<file path="config.mk">
export PLATFORM = sky130hd
export DESIGN_NAME = edge_event_arbiter
export DESIGN_NICKNAME = d
export VERILOG_FILES = /design/src/rtl/edge_event_arbiter.sv
export SDC_FILE = /design/constraint.sdc
export NUM_CORES = 1
export LEC_CHECK = 0
export BUFFER_PORTS_ARGS = -buffer_cell sky130_fd_sc_hd__buf_2
export CORE_MARGIN = 4
export CORE_UTILIZATION = 53
export CTS_CLUSTER_SIZE = 16
export DETAILED_ROUTE_END_ITERATION = 10
export PLACE_DENSITY_LB_ADDON = 0.25
export SLEW_MARGIN = 20
export SYNTH_ARGS = -nofsm -noshare
export SYNTH_HDL_FRONTEND = slang
export SYNTH_SLANG_ARGS = --single-unit
</file>
<file path="constraint.sdc">
create_clock -name clk -period 3.7 [get_ports clk]
set_input_delay 0.185 -clock clk [delete_from_list [all_inputs] [get_ports clk]]
set_output_delay 0.185 -clock clk [all_outputs]
set_load 0.01 [all_outputs]
</file>
<file path="src/rtl/edge_event_arbiter.sv">
// ============================================================================
// Module   : edge_event_arbiter
// Brief    : Rising-edge event collector with round-robin valid/ready delivery.
//            Optional sticky per-channel overflow flags under EDGE_ARB_OVF_EN.
// Revision : 1.0 - initial release
// ============================================================================
`default_nettype none

module edge_event_arbiter #(
  parameter int N_CH = 4
) (
  input  logic                  clk,
  input  logic                  rst_n,
  input  logic [N_CH-1:0]       trig,
  input  logic [N_CH-1:0]       enable,
  output logic                  evt_valid,
  output logic [((N_CH > 1) ? $clog2(N_CH) : 1)-1:0] evt_ch,
  input  logic                  evt_ready,
`ifdef EDGE_ARB_OVF_EN
  input  logic [N_CH-1:0]       ovf_clr,
  output logic [N_CH-1:0]       ovf,
`endif
  output logic [N_CH-1:0]       pending
);

  localparam int IDX_W = (N_CH > 1) ? $clog2(N_CH) : 1;

  typedef enum logic [0:0] {
    S_IDLE  = 1'b0,
    S_OFFER = 1'b1
  } state_t;

  state_t             r_state;
  state_t             w_state_nxt;
  logic [N_CH-1:0]    r_prev_trig;
  logic [N_CH-1:0]    r_pending;
  logic [N_CH-1:0]    w_edge;
  logic [N_CH-1:0]    w_clr;
  logic [N_CH-1:0]    w_rot;
  logic [IDX_W-1:0]   r_rr_ptr;
  logic [IDX_W-1:0]   w_rr_nxt;
  logic [IDX_W-1:0]   r_evt_ch;
  logic [IDX_W-1:0]   w_ch_nxt;
  logic [IDX_W-1:0]   w_sel;
  logic [IDX_W:0]     w_off;
  logic [IDX_W:0]     w_sum;
  logic               r_evt_valid;
  logic               w_valid_nxt;
  logic               w_hs;
  logic               w_found;

  assign w_edge = trig & ~r_prev_trig & enable;
  assign w_hs   = r_evt_valid & evt_ready;

  always_comb begin
    w_clr = '0;
    for (int i = 0; i < N_CH; i++) begin
      w_clr[i] = w_hs && (r_evt_ch == IDX_W'(i));
    end
  end

  // Rotate pending so bit 0 is the round-robin pointer, then take the lowest set bit.
  assign w_rot = N_CH'({r_pending, r_pending} >> r_rr_ptr);

  always_comb begin
    w_found = 1'b0;
    w_off   = '0;
    for (int k = N_CH - 1; k >= 0; k--) begin
      if (w_rot[k]) begin
        w_found = 1'b1;
        w_off   = (IDX_W+1)'(k);
      end
    end
    w_sum = {1'b0, r_rr_ptr} + w_off;
    if (w_sum >= (IDX_W+1)'(N_CH)) begin
      w_sum = w_sum - (IDX_W+1)'(N_CH);
    end
    w_sel = IDX_W'(w_sum);
  end

  always_comb begin
    w_state_nxt = r_state;
    w_valid_nxt = r_evt_valid;
    w_ch_nxt    = r_evt_ch;
    w_rr_nxt    = r_rr_ptr;
    case (r_state)
      S_IDLE: begin
        if (w_found) begin
          w_state_nxt = S_OFFER;
          w_valid_nxt = 1'b1;
          w_ch_nxt    = w_sel;
        end
      end
      S_OFFER: begin
        if (w_hs) begin
          w_state_nxt = S_IDLE;
          w_valid_nxt = 1'b0;
          w_rr_nxt    = (r_evt_ch == IDX_W'(N_CH - 1)) ? '0 : r_evt_ch + IDX_W'(1);
        end
      end
      default: w_state_nxt = S_IDLE;
    endcase
  end

  always_ff @(posedge clk or negedge rst_n) begin
    if (!rst_n) begin
      r_state <= S_IDLE;
    end else begin
      r_state <= w_state_nxt;
    end
  end

  // prev_trig resets high so a level already asserted at reset release is not an edge.
  always_ff @(posedge clk or negedge rst_n) begin
    if (!rst_n) begin
      r_evt_valid <= 1'b0;
      r_evt_ch    <= '0;
      r_rr_ptr    <= '0;
      r_pending   <= '0;
      r_prev_trig <= '1;
    end else begin
      r_evt_valid <= w_valid_nxt;
      r_evt_ch    <= w_ch_nxt;
      r_rr_ptr    <= w_rr_nxt;
      r_pending   <= (r_pending & ~w_clr) | w_edge;
      r_prev_trig <= trig;
    end
  end

`ifdef EDGE_ARB_OVF_EN
  logic [N_CH-1:0] r_ovf;

  always_ff @(posedge clk or negedge rst_n) begin
    if (!rst_n) begin
      r_ovf <= '0;
    end else begin
      r_ovf <= (r_ovf & ~ovf_clr) | (w_edge & r_pending & ~w_clr);
    end
  end

  assign ovf = r_ovf;
`endif

  assign evt_valid = r_evt_valid;
  assign evt_ch    = r_evt_ch;
  assign pending   = r_pending;

endmodule

`default_nettype wire
</file>
==> results.sh <==
export IMPL_htree_levels=1
export IMPL_grt_pass1_vias=610
export IMPL_cts_clk_slew_worst_paths_ps=80
export IMPL_synth_compound_area_share_pct=14.3
export IMPL_hold_violations=0
export IMPL_yosysWarnings=0
export IMPL_initial_core_util_pct=59.8
export IMPL_finalPower_mw=0.577
export IMPL_clock_latency_ps=270
export IMPL_rsz0062_at_grt="no"
export IMPL_vdd_drop_max_mv=0.493
export IMPL_hp_start="trig[3]"
export IMPL_ys_ff_latch=14
export IMPL_grt_pass1_wl_um=2690
export IMPL_io_pins=18
export IMPL_synth_adder_area_share_pct=8.82
export IMPL_synth_distinct_cells=26
export IMPL_wl_per_cell_um=15.4
export IMPL_dpl_cell_count=98
export IMPL_synthArstFlopShare_pct=100
export IMPL_syn_area_um2=709
export IMPL_fmax_mhz=551
export IMPL_synth_xor_area_share_pct=2.47
export IMPL_critPathKind="reg2reg"
export IMPL_startpoint_type="flip-flop"
export IMPL_timing_hold_ws_ps=20.6
export IMPL_crit_required_ps=3860
export IMPL_synth_edf_count=0
export IMPL_syn_nets=83
export IMPL_cp_max_fo=6
export IMPL_cts_tree="built"
export IMPL_clockRootBuffer="clkbuf_4"
export IMPL_n_antenna_cell=0
export IMPL_p_leak_nw=0.413
export IMPL_setup_violations=0
export IMPL_final_layout_size_suffix_gt1_share_pct=35.2
export IMPL_firstDrtPassIters=4
export IMPL_io_buffers=17
export IMPL_r2r_slack_ps=1890
export IMPL_cpLargestDelayFamily="compound AO/OA/AOI/OAI gates"
export IMPL_core_area_mm2=0.00119
export IMPL_fin_crit_sh_pct=49.0
export IMPL_antenna_found_initial=0
export IMPL_min_to="r_prev_trig[3]$_DFF_PN1_"
export IMPL_hp_class="in2reg"
export IMPL_track_usage_pct=19.1
export IMPL_grt_overflow_total=0
export IMPL_drc=0
export IMPL_routed_via_density=5.63
export IMPL_worst_setup_path_end_kind="flip-flop"
export IMPL_synth_area_per_cell_um2=10.6
export IMPL_syn_instance_count=67
export IMPL_cts_sinks=14
export IMPL_drtIter0Drc=16
export IMPL_vias=574
export IMPL_utilization_pct=71.2
export IMPL_tightest_slew_ps=321
export IMPL_fin_cells=102
export IMPL_synth_top_family_by_area="simple AND/OR/NAND/NOR gates"
export IMPL_cp_slowest_stage_delay_ps=440
export IMPL_fin_crit_ps=1810
export IMPL_synth_simple_gate_area_share_pct=17.8
export IMPL_path_common_cell="xnor2_1"
export IMPL_cts_buffer_depth=2
export IMPL_cts_resized=0
export IMPL_synth_top_flop_cell="dfrtp_1"
export IMPL_cpMaxStageDelayCell="dfrtp_1"
export IMPL_die_w_um=44.6
export IMPL_synthMuxAreaShare_pct=4.41
export IMPL_critPathArrivalTime_ps=1970
export IMPL_reg2reg_from="pending[0]$_DFF_PN0_"
export IMPL_cp_num_buf_inv=1
export IMPL_ant_nets=0
export IMPL_grt_max_degree=15
export IMPL_syn_to_final_growth_pct=19.0
export IMPL_rr_worst_depth=8
export IMPL_relSlewSlack_pct=78.6
export IMPL_cts_buffers=3
export IMPL_nets=106
export IMPL_gp_congestion=0.804
export IMPL_min_path_cells=1
export IMPL_fin_skew_ps=1.00
export IMPL_slew_violations=0
export IMPL_finalWirelength_um=1570
export IMPL_fp_dieH_um=44.6
export IMPL_cap_violations=0
export IMPL_status="completed"
export IMPL_power_density_mw_per_mm2=683
export IMPL_fin_tns_setup_ps=0
export IMPL_rows=12
export IMPL_r2r_end="evt_ch[1]$_DFFE_PN0P_"
export IMPL_synth_seq_area_share_pct=50.1
export IMPL_die_area_mm2=0.00199
export IMPL_crit_path_cell_trace="inv_1 -> o21ai_0 -> a21oi_1 -> o31a_2 -> ha_1 -> xnor2_1 -> xnor2_1 -> a21oi_2"
-- layer usage --
layer / track usage [%] / wire, um / share of wire (%)
met5: 0 / 0 / 0
met4: 9.64 / 32 / 2.0
met3: 4.07 / 96 / 6.1
met2: 30.7 / 821 / 52
met1: 23.9 / 622 / 40
-- cells in the mapped netlist (2+ instances only) --
| cell | number | area share [%] |
|---|---|---|
| a21oi_1 | 3 | 2.1 |
| and3_1 | 2 | 1.8 |
| dfrtp_1 | 10 | 35 |
| dfstp_2 | 4 | 15 |
| ha_1 | 5 | 8.8 |
| inv_1 | 4 | 2.1 |
| mux2i_1 | 2 | 2.8 |
| nand2_1 | 10 | 5.3 |
| nand2b_1 | 2 | 1.8 |
| nand3_1 | 3 | 2.1 |
| nor2_1 | 3 | 1.6 |
| o21ai_0 | 3 | 2.1 |
| o22ai_1 | 2 | 1.8 |
| xnor2_1 | 2 | 2.5 |
-- metrics by stage --
step / instance area [um^2] / worst slack [ps]
2_1_floorplan: 709 / 1960
3_3_place_gp: 812 / 1990
3_5_place_dp: 812 / 1890
4_1_cts: 845 / 1880
5_1_grt: 845 / 1740
6_report: 845 / 1890
-- what timing repair did --
action	CTS	global route
hold endpoints to repair	10	0
buffers inserted	0	0
hold buffers	1	0
-- how the worst max path moves through the flow --
stage                       endpoint  cells after the start  slack (ps)                  from
2_1_floorplan  evt_ch[1]$_DFFE_PN0P_                      8        1960  pending[0]$_DFF_PN0_
3_3_place_gp   evt_ch[1]$_DFFE_PN0P_                      8        1990  pending[0]$_DFF_PN0_
3_5_place_dp   evt_ch[1]$_DFFE_PN0P_                      8        1890  pending[0]$_DFF_PN0_
4_1_cts        evt_ch[1]$_DFFE_PN0P_                      8        1880  pending[0]$_DFF_PN0_
5_1_grt        evt_ch[1]$_DFFE_PN0P_                      8        1740  pending[0]$_DFF_PN0_
6_report       evt_ch[1]$_DFFE_PN0P_                      8        1890  pending[0]$_DFF_PN0_
-- flip-flops by register name, indices dropped and copies added (netlist names) --
register and count:
evt_ch 2, evt_valid 1, pending 4, r_prev_trig 4, r_rr_ptr 2, r_state 1
-- power by group --
group | total (mW) | switching [mW] | leakage [nW] | internal, mW
Clock | 0.0808 | 0.0432 | 0.0138 | 0.0376
Combinational | 0.226 | 0.113 | 0.248 | 0.114
Sequential | 0.269 | 0.0736 | 0.151 | 0.196
-- layout by cell type (no fill, tap or decap) --
cell type,synthesis,routed
buf_2,0,17
nand2_1,10,10
dfrtp_1,10,10
ha_1,5,5
inv_1,4,4
dfstp_2,4,4
o21ai_0,3,3
a21oi_1,3,3
nor2_1,3,3
nand3_1,3,3
clkbuf_4,0,3
nand2b_1,2,2
and3_1,2,2
o22ai_1,2,2
mux2i_1,2,2
xnor2_1,2,2
nor2b_1,1,1
o211ai_1,1,1
o31a_2,1,1
or4_4,1,1
o21a_1,1,1
mux2_2,1,1
nor2b_4,1,1
a32oi_1,1,1
nor2_2,1,1
a21oi_2,1,1
o31ai_1,1,1
o21ai_2,1,1
dlygate4sd3_1,0,1
-- kinds of logic after synthesis --
| logic type | Yosys count |
|---|---|
| buffers and inverters | 4 |
| muxes | 3 |
| DFF | 14 |
| AOI/OAI and AO/OA | 15 |
| and+or+nand+nor | 24 |
| adders and majority gates | 5 |
| xor gates and xnor gates | 2 |
-- area by class of cell --
type	count	area, um^2
sequential	14	355
fill	98	342
multi-input combinational	49	339
timing repair buffer	18	95.1
clock buffer	3	22.5
tap	14	17.5
inverter	4	15.0
Power figures use the tool's default switching activity.
